**config.mk**
```make
export PLATFORM = sky130hd
export DESIGN_NAME = dmem_arbiter
export DESIGN_NICKNAME = d
export VERILOG_FILES = /design/src/rtl/dmem_arbiter.sv
export SDC_FILE = /design/constraint.sdc
export NUM_CORES = 1
export LEC_CHECK = 0
export CORE_AREA = 4 4 92 94
export CTS_BUF_LIST = sky130_fd_sc_hd__clkbuf_16
export DETAILED_ROUTE_END_ITERATION = 10
export DIE_AREA = 0 0 96 98
export PLACE_DENSITY = 0.78
export SETUP_SLACK_MARGIN = 0.05
export SYNTH_ARGS = -nofsm -noshare
export SYNTH_HDL_FRONTEND = slang
export SYNTH_SLANG_ARGS = --single-unit
export TNS_END_PERCENT = 30
```
**constraint.sdc**
```tcl
create_clock -name clk -period 2.22 [get_ports clk]
set_clock_uncertainty 0.1 [all_clocks]
set_input_delay 0.222 -clock clk [delete_from_list [all_inputs] [get_ports clk]]
set_output_delay 0.222 -clock clk [all_outputs]
set_load 0.01 [all_outputs]
```
**src/rtl/dmem_arbiter.sv**
```systemverilog
`default_nettype none
// ============================================================================
// Module      : dmem_arbiter
// Description : Two-core arbiter for a single-port data RAM (IDLE/ISSUE/WAIT/DONE).
//               Optional macro ARB_ROUND_ROBIN_EN selects round-robin grants.
// Revision    : 1.0 - initial release
// ============================================================================
module dmem_arbiter #(
  parameter int ADDR_W = 16,
  parameter int DATA_W = 16
) (
  input  logic              clk,
  input  logic              rstn,
  input  logic              c0_req,
  input  logic              c0_we,
  input  logic [ADDR_W-1:0] c0_addr,
  input  logic [DATA_W-1:0] c0_wdata,
  output logic              c0_ack,
  output logic [DATA_W-1:0] c0_rdata,
  input  logic              c1_req,
  input  logic              c1_we,
  input  logic [ADDR_W-1:0] c1_addr,
  input  logic [DATA_W-1:0] c1_wdata,
  output logic              c1_ack,
  output logic [DATA_W-1:0] c1_rdata,
  output logic [ADDR_W-1:0] mem_addr,
  output logic [DATA_W-1:0] mem_wdata,
  output logic              mem_wr,
  output logic              mem_rd,
  input  logic [DATA_W-1:0] mem_rdata
);

  typedef enum logic [1:0] {
    IDLE  = 2'd0,
    ISSUE = 2'd1,
    WAIT  = 2'd2,
    DONE  = 2'd3
  } state_t;

  state_t              state_q, state_d;
  logic                grant_q, grant_d;
  logic                we_q, we_d;
  logic [ADDR_W-1:0]   addr_q, addr_d;
  logic [DATA_W-1:0]   wdata_q, wdata_d;
  logic [DATA_W-1:0]   rdata0_q, rdata0_d;
  logic [DATA_W-1:0]   rdata1_q, rdata1_d;
  logic                pick;

`ifdef ARB_ROUND_ROBIN_EN
  logic                last_grant_q, last_grant_d;

  // On a tie the core that did not win last time is chosen.
  always_comb begin
    if (c0_req && c1_req) pick = ~last_grant_q;
    else                  pick = c1_req;
  end

  always_ff @(posedge clk or negedge rstn) begin
    if (!rstn) last_grant_q <= 1'b1;
    else       last_grant_q <= last_grant_d;
  end
`else
  assign pick = ~c0_req;
`endif

  always_ff @(posedge clk or negedge rstn) begin
    if (!rstn) begin
      state_q  <= IDLE;
      grant_q  <= 1'b0;
      we_q     <= 1'b0;
      addr_q   <= '0;
      wdata_q  <= '0;
      rdata0_q <= '0;
      rdata1_q <= '0;
    end else begin
      state_q  <= state_d;
      grant_q  <= grant_d;
      we_q     <= we_d;
      addr_q   <= addr_d;
      wdata_q  <= wdata_d;
      rdata0_q <= rdata0_d;
      rdata1_q <= rdata1_d;
    end
  end

  always_comb begin
    state_d  = state_q;
    grant_d  = grant_q;
    we_d     = we_q;
    addr_d   = addr_q;
    wdata_d  = wdata_q;
    rdata0_d = rdata0_q;
    rdata1_d = rdata1_q;
`ifdef ARB_ROUND_ROBIN_EN
    last_grant_d = last_grant_q;
`endif
    case (state_q)
      IDLE: begin
        if (c0_req || c1_req) begin
          grant_d = pick;
          we_d    = pick ? c1_we    : c0_we;
          addr_d  = pick ? c1_addr  : c0_addr;
          wdata_d = pick ? c1_wdata : c0_wdata;
          state_d = ISSUE;
`ifdef ARB_ROUND_ROBIN_EN
          last_grant_d = pick;
`endif
        end
      end
      ISSUE: state_d = we_q ? DONE : WAIT;
      WAIT: begin
        if (grant_q) rdata1_d = mem_rdata;
        else         rdata0_d = mem_rdata;
        state_d = DONE;
      end
      DONE:    state_d = IDLE;
      default: state_d = IDLE;
    endcase
  end

  // Strobes decode from the state register only, so reset clears them at once.
  assign mem_rd    = (state_q == ISSUE) && !we_q;
  assign mem_wr    = (state_q == ISSUE) &&  we_q;
  assign mem_addr  = addr_q;
  assign mem_wdata = wdata_q;
  assign c0_ack    = (state_q == DONE) && !grant_q;
  assign c1_ack    = (state_q == DONE) &&  grant_q;
  assign c0_rdata  = rdata0_q;
  assign c1_rdata  = rdata1_q;

endmodule
`default_nettype wire

```
==> results.txt <==
outcome -> finished, final reports clean
internal power -> 0.00459 W
WHS -> 352 ps
Synth area leaders -> dfrtp_1 (57%), mux2_2 (12%), mux2i_1 (11%), o21ai_0 (5.2%), nand2_1 (4.3%)
YS warnings -> 0
min-delay src -> c0_req
fin nets -> 481
CP max stage cell -> clkdlybuf4s50_1
# rows -> 32
top post-synthesis cells by count -> dfrtp_1 (68), nand2_1 (34), mux2_2 (33), mux2i_1 (33), o21ai_0 (31)
DRC Markers -> 0
global route overflow -> 0
largest net degree at the start of global routing -> 47
required time of the critical path -> 1900 ps
CP Launch Type -> flip-flop
Bufs on Longest Clock Path -> 2
Root Buffer -> clkbuf_16
setup_tns -> 0 ps
Worst Path Arrival -> 1720 ps
antenna cells -> 0
DRT iter0 DRCs -> 30
Hold Path End -> grant_q
fin cells -> 497
asr flop ratio synth -> 100%
worst skew pair latency -> 320 ps
Syn-to-layout area delta -> 64.6%
critical path class -> reg -> out
Logic pwr share -> 44.3%
final hold vios -> 0
Setup-failing EPs final -> 0
Top-Level Pins -> 154
Synth Area in Adders -> 2.10%
initial antenna violation count -> 0
ratio of cells with drive above 1 in the final layout -> 14.7%
crit-path cells -> inv_1, ha_1, and2_1, clkdlybuf4s50_1
Via-to-Cell Ratio -> 4.68
Post-Synth Simple-Gate Area -> 6.14%
Post-Syn Instances -> 234
VDD IR max -> 0.000501 V
clk slew on worst S/H paths -> 50 ps
CP Capture Type -> output pin
DP Wirelength -> 5.94 mm
ys flop type -> dfrtp_1
CP startpoint -> state_q[1]
combinational family with the most area after synthesis -> multiplexers
clock share of power -> 22.3%
Sink Count -> 68
worst slew pin tran -> 543 ps
net switching fraction of the power -> 30.6%
critical-path maximum fanout -> 5
fmax -> 0.490 GHz
max_cap viols -> 0
distinct cell type count after synthesis -> 22
gpl congestion -> 0.685
Slew Limit Fails -> 0
Die X -> 96 um
number of enable flip-flop cells after synthesis -> 0
R2R depth -> 5
hold crit path type -> in -> reg
cell area after layout -> 4900 um^2
WL final -> 7.38 mm
Worst R2R End -> c0_rdata[8]
slowest stage delay, CP -> 550 ps
sequential power share -> 33.4%
via count -> 2327
Avg Synthesized Cell Area -> 12.7 um^2
Hold Path Depth -> 2
sequential cell area fraction in the yosys report -> 57.2%
vias in the first global route -> 2465
min Tclk post-route -> 2040 ps
Post-Synthesis Net Count -> 325
cts bufs inserted -> 9
GRT Total Usage -> 16.3%
Worst R2R Start -> state_q[0]
Placed Cells -> 480
mapped cell area -> 2970 um^2
count leader, synth -> dfrtp_1
TritonCTS clock tree -> built
starting density of the core -> 38.9%
RSZ-0062 raised after global routing -> false
die area -> 9410 um^2
top-area cell type share of the netlist area -> 57.2%
Final period util -> 92.0%
Synth Area in Compound Gates -> 6.77%
die height -> 98 um
first-pass GRT wire length -> 11.8 mm
Max-Slew Margin vs Limit -> 63.8%
placed inst area -> 4570 um^2
Worst R2R Setup Slack -> 520 ps
post-route ant nets -> 0
post-synthesis mux area share -> 23.6%
H-tree depth -> 3
xor and xnor area share after synthesis -> 0%
Synth area leader -> dfrtp_1
IO Port Bufs -> 153
drt first pass iters -> 4
Sw Pwr -> 0.00202 W
Leak Pwr -> 2.14 nW
DR WL/cell -> 14.9 um
Power Density -> 1350 nW/um^2
Core Region -> 7650 um^2
synthesized flop and latch total -> 68
-- critical path: cells and delay by family (launching register included) --
family	cells	cell delay [ps]
buffers and inverters	2	670
flip-flops	1	420
adder cells (fa/ha/maj)	1	160
AND/OR/NAND/NOR	1	150
-- through the flow --
stage	worst slack (ps)	power, W	utilization, %
finish	178	0.00661	64.0
global route	96.2	0.00708	64.0
CTS	145	0.00673	64.0
detailed placement	501	0.00522	59.8
global placement	560	0.00509	59.8
floorplan	588	0.00358	-
-- how the worst max path moves through the flow --
stage | endpoint | slack [ps]
after floorplan | c0_rdata[10] | 590
after CTS | mem_wr | 140
after global placement | mem_wr | 560
final | mem_wr | 180
after detailed placement | mem_wr | 500
after global routing | mem_rd | 100
-- placed cells by master (no fill, tap or decap) --
| master | count |
|---|---|
| nor2b_1 | 2 |
| clkinv_2 | 2 |
| clkbuf_16 | 9 |
| clkdlybuf4s50_1 | 151 |
| buf_12 | 2 |
| dlygate4sd3_1 | 1 |
| nor2_1 | 1 |
| o21ai_1 | 3 |
| mux2i_1 | 33 |
| clkinv_1 | 1 |
| nor3b_2 | 1 |
| o31ai_1 | 2 |
| bufinv_16 | 2 |
| and2_1 | 2 |
| buf_2 | 2 |
| clkinv_4 | 2 |
| nand2_2 | 1 |
| and2b_1 | 1 |
| ha_1 | 5 |
| o21ai_0 | 31 |
| mux2_2 | 33 |
| inv_1 | 2 |
| dfrtp_1 | 68 |
| o21ai_4 | 1 |
| buf_4 | 3 |
| nand2_1 | 34 |
-- cells by family (layout without fill, tap and decap cells) --
family,after synthesis,in the layout
flip-flops,68,68
multiplexers,66,66
AND/OR/NAND/NOR,42,42
AO/OA/AOI/OAI,37,37
buffers and inverters,16,177
adder cells (fa/ha/maj),5,5
-- metal layers --
layer	vias to the layer above	share of wire, %	wire length (um)	track usage, %
met2	110	49	3630	28.3
met3	9	11	804	6.63
met5	-	0	0	0
met4	0	1.5	110	5.91
met1	1084	38	2840	17.4
li1	1124	-	-	-
-- flip-flops by register name (all words and copies together) (netlist names) --
signal / flops
c0_rdata: 16
c1_rdata: 16
grant_q: 1
mem_addr: 16
mem_wdata: 16
state_q: 2
we_q: 1
-- power by group through the flow --
| stage | Clock, W | Combinational (W) | Sequential [W] |
|---|---|---|---|
| finish | 0.00147 | 0.00293 | 0.00221 |
| global route | 0.00158 | 0.00320 | 0.00229 |
| global placement | 0 | 0.00288 | 0.00221 |
| detailed placement | 0 | 0.00298 | 0.00224 |
| floorplan | 0 | 0.00111 | 0.00248 |
| CTS | 0.00152 | 0.00299 | 0.00222 |
-- final cells by class --
type                            instances  area (um^2)
Timing Repair Buffer                  159         1590
Clock buffer                            9          225
Clock inverter                          7         91.3
Inverter                                2         7.51
Fill cell                             616         2750
Sequential cell                        68         1700
Tap cell                              102          128
Multi-Input combinational cell        150         1150
-- timing repair --
item                                   4_1_cts  5_1_grt
gates resized for setup                      0        0
endpoints found under the hold margin       22        0
hold buffers                                 1        0
buffers inserted                             0        0
Note: power is estimated with default switching activity, not from simulation.
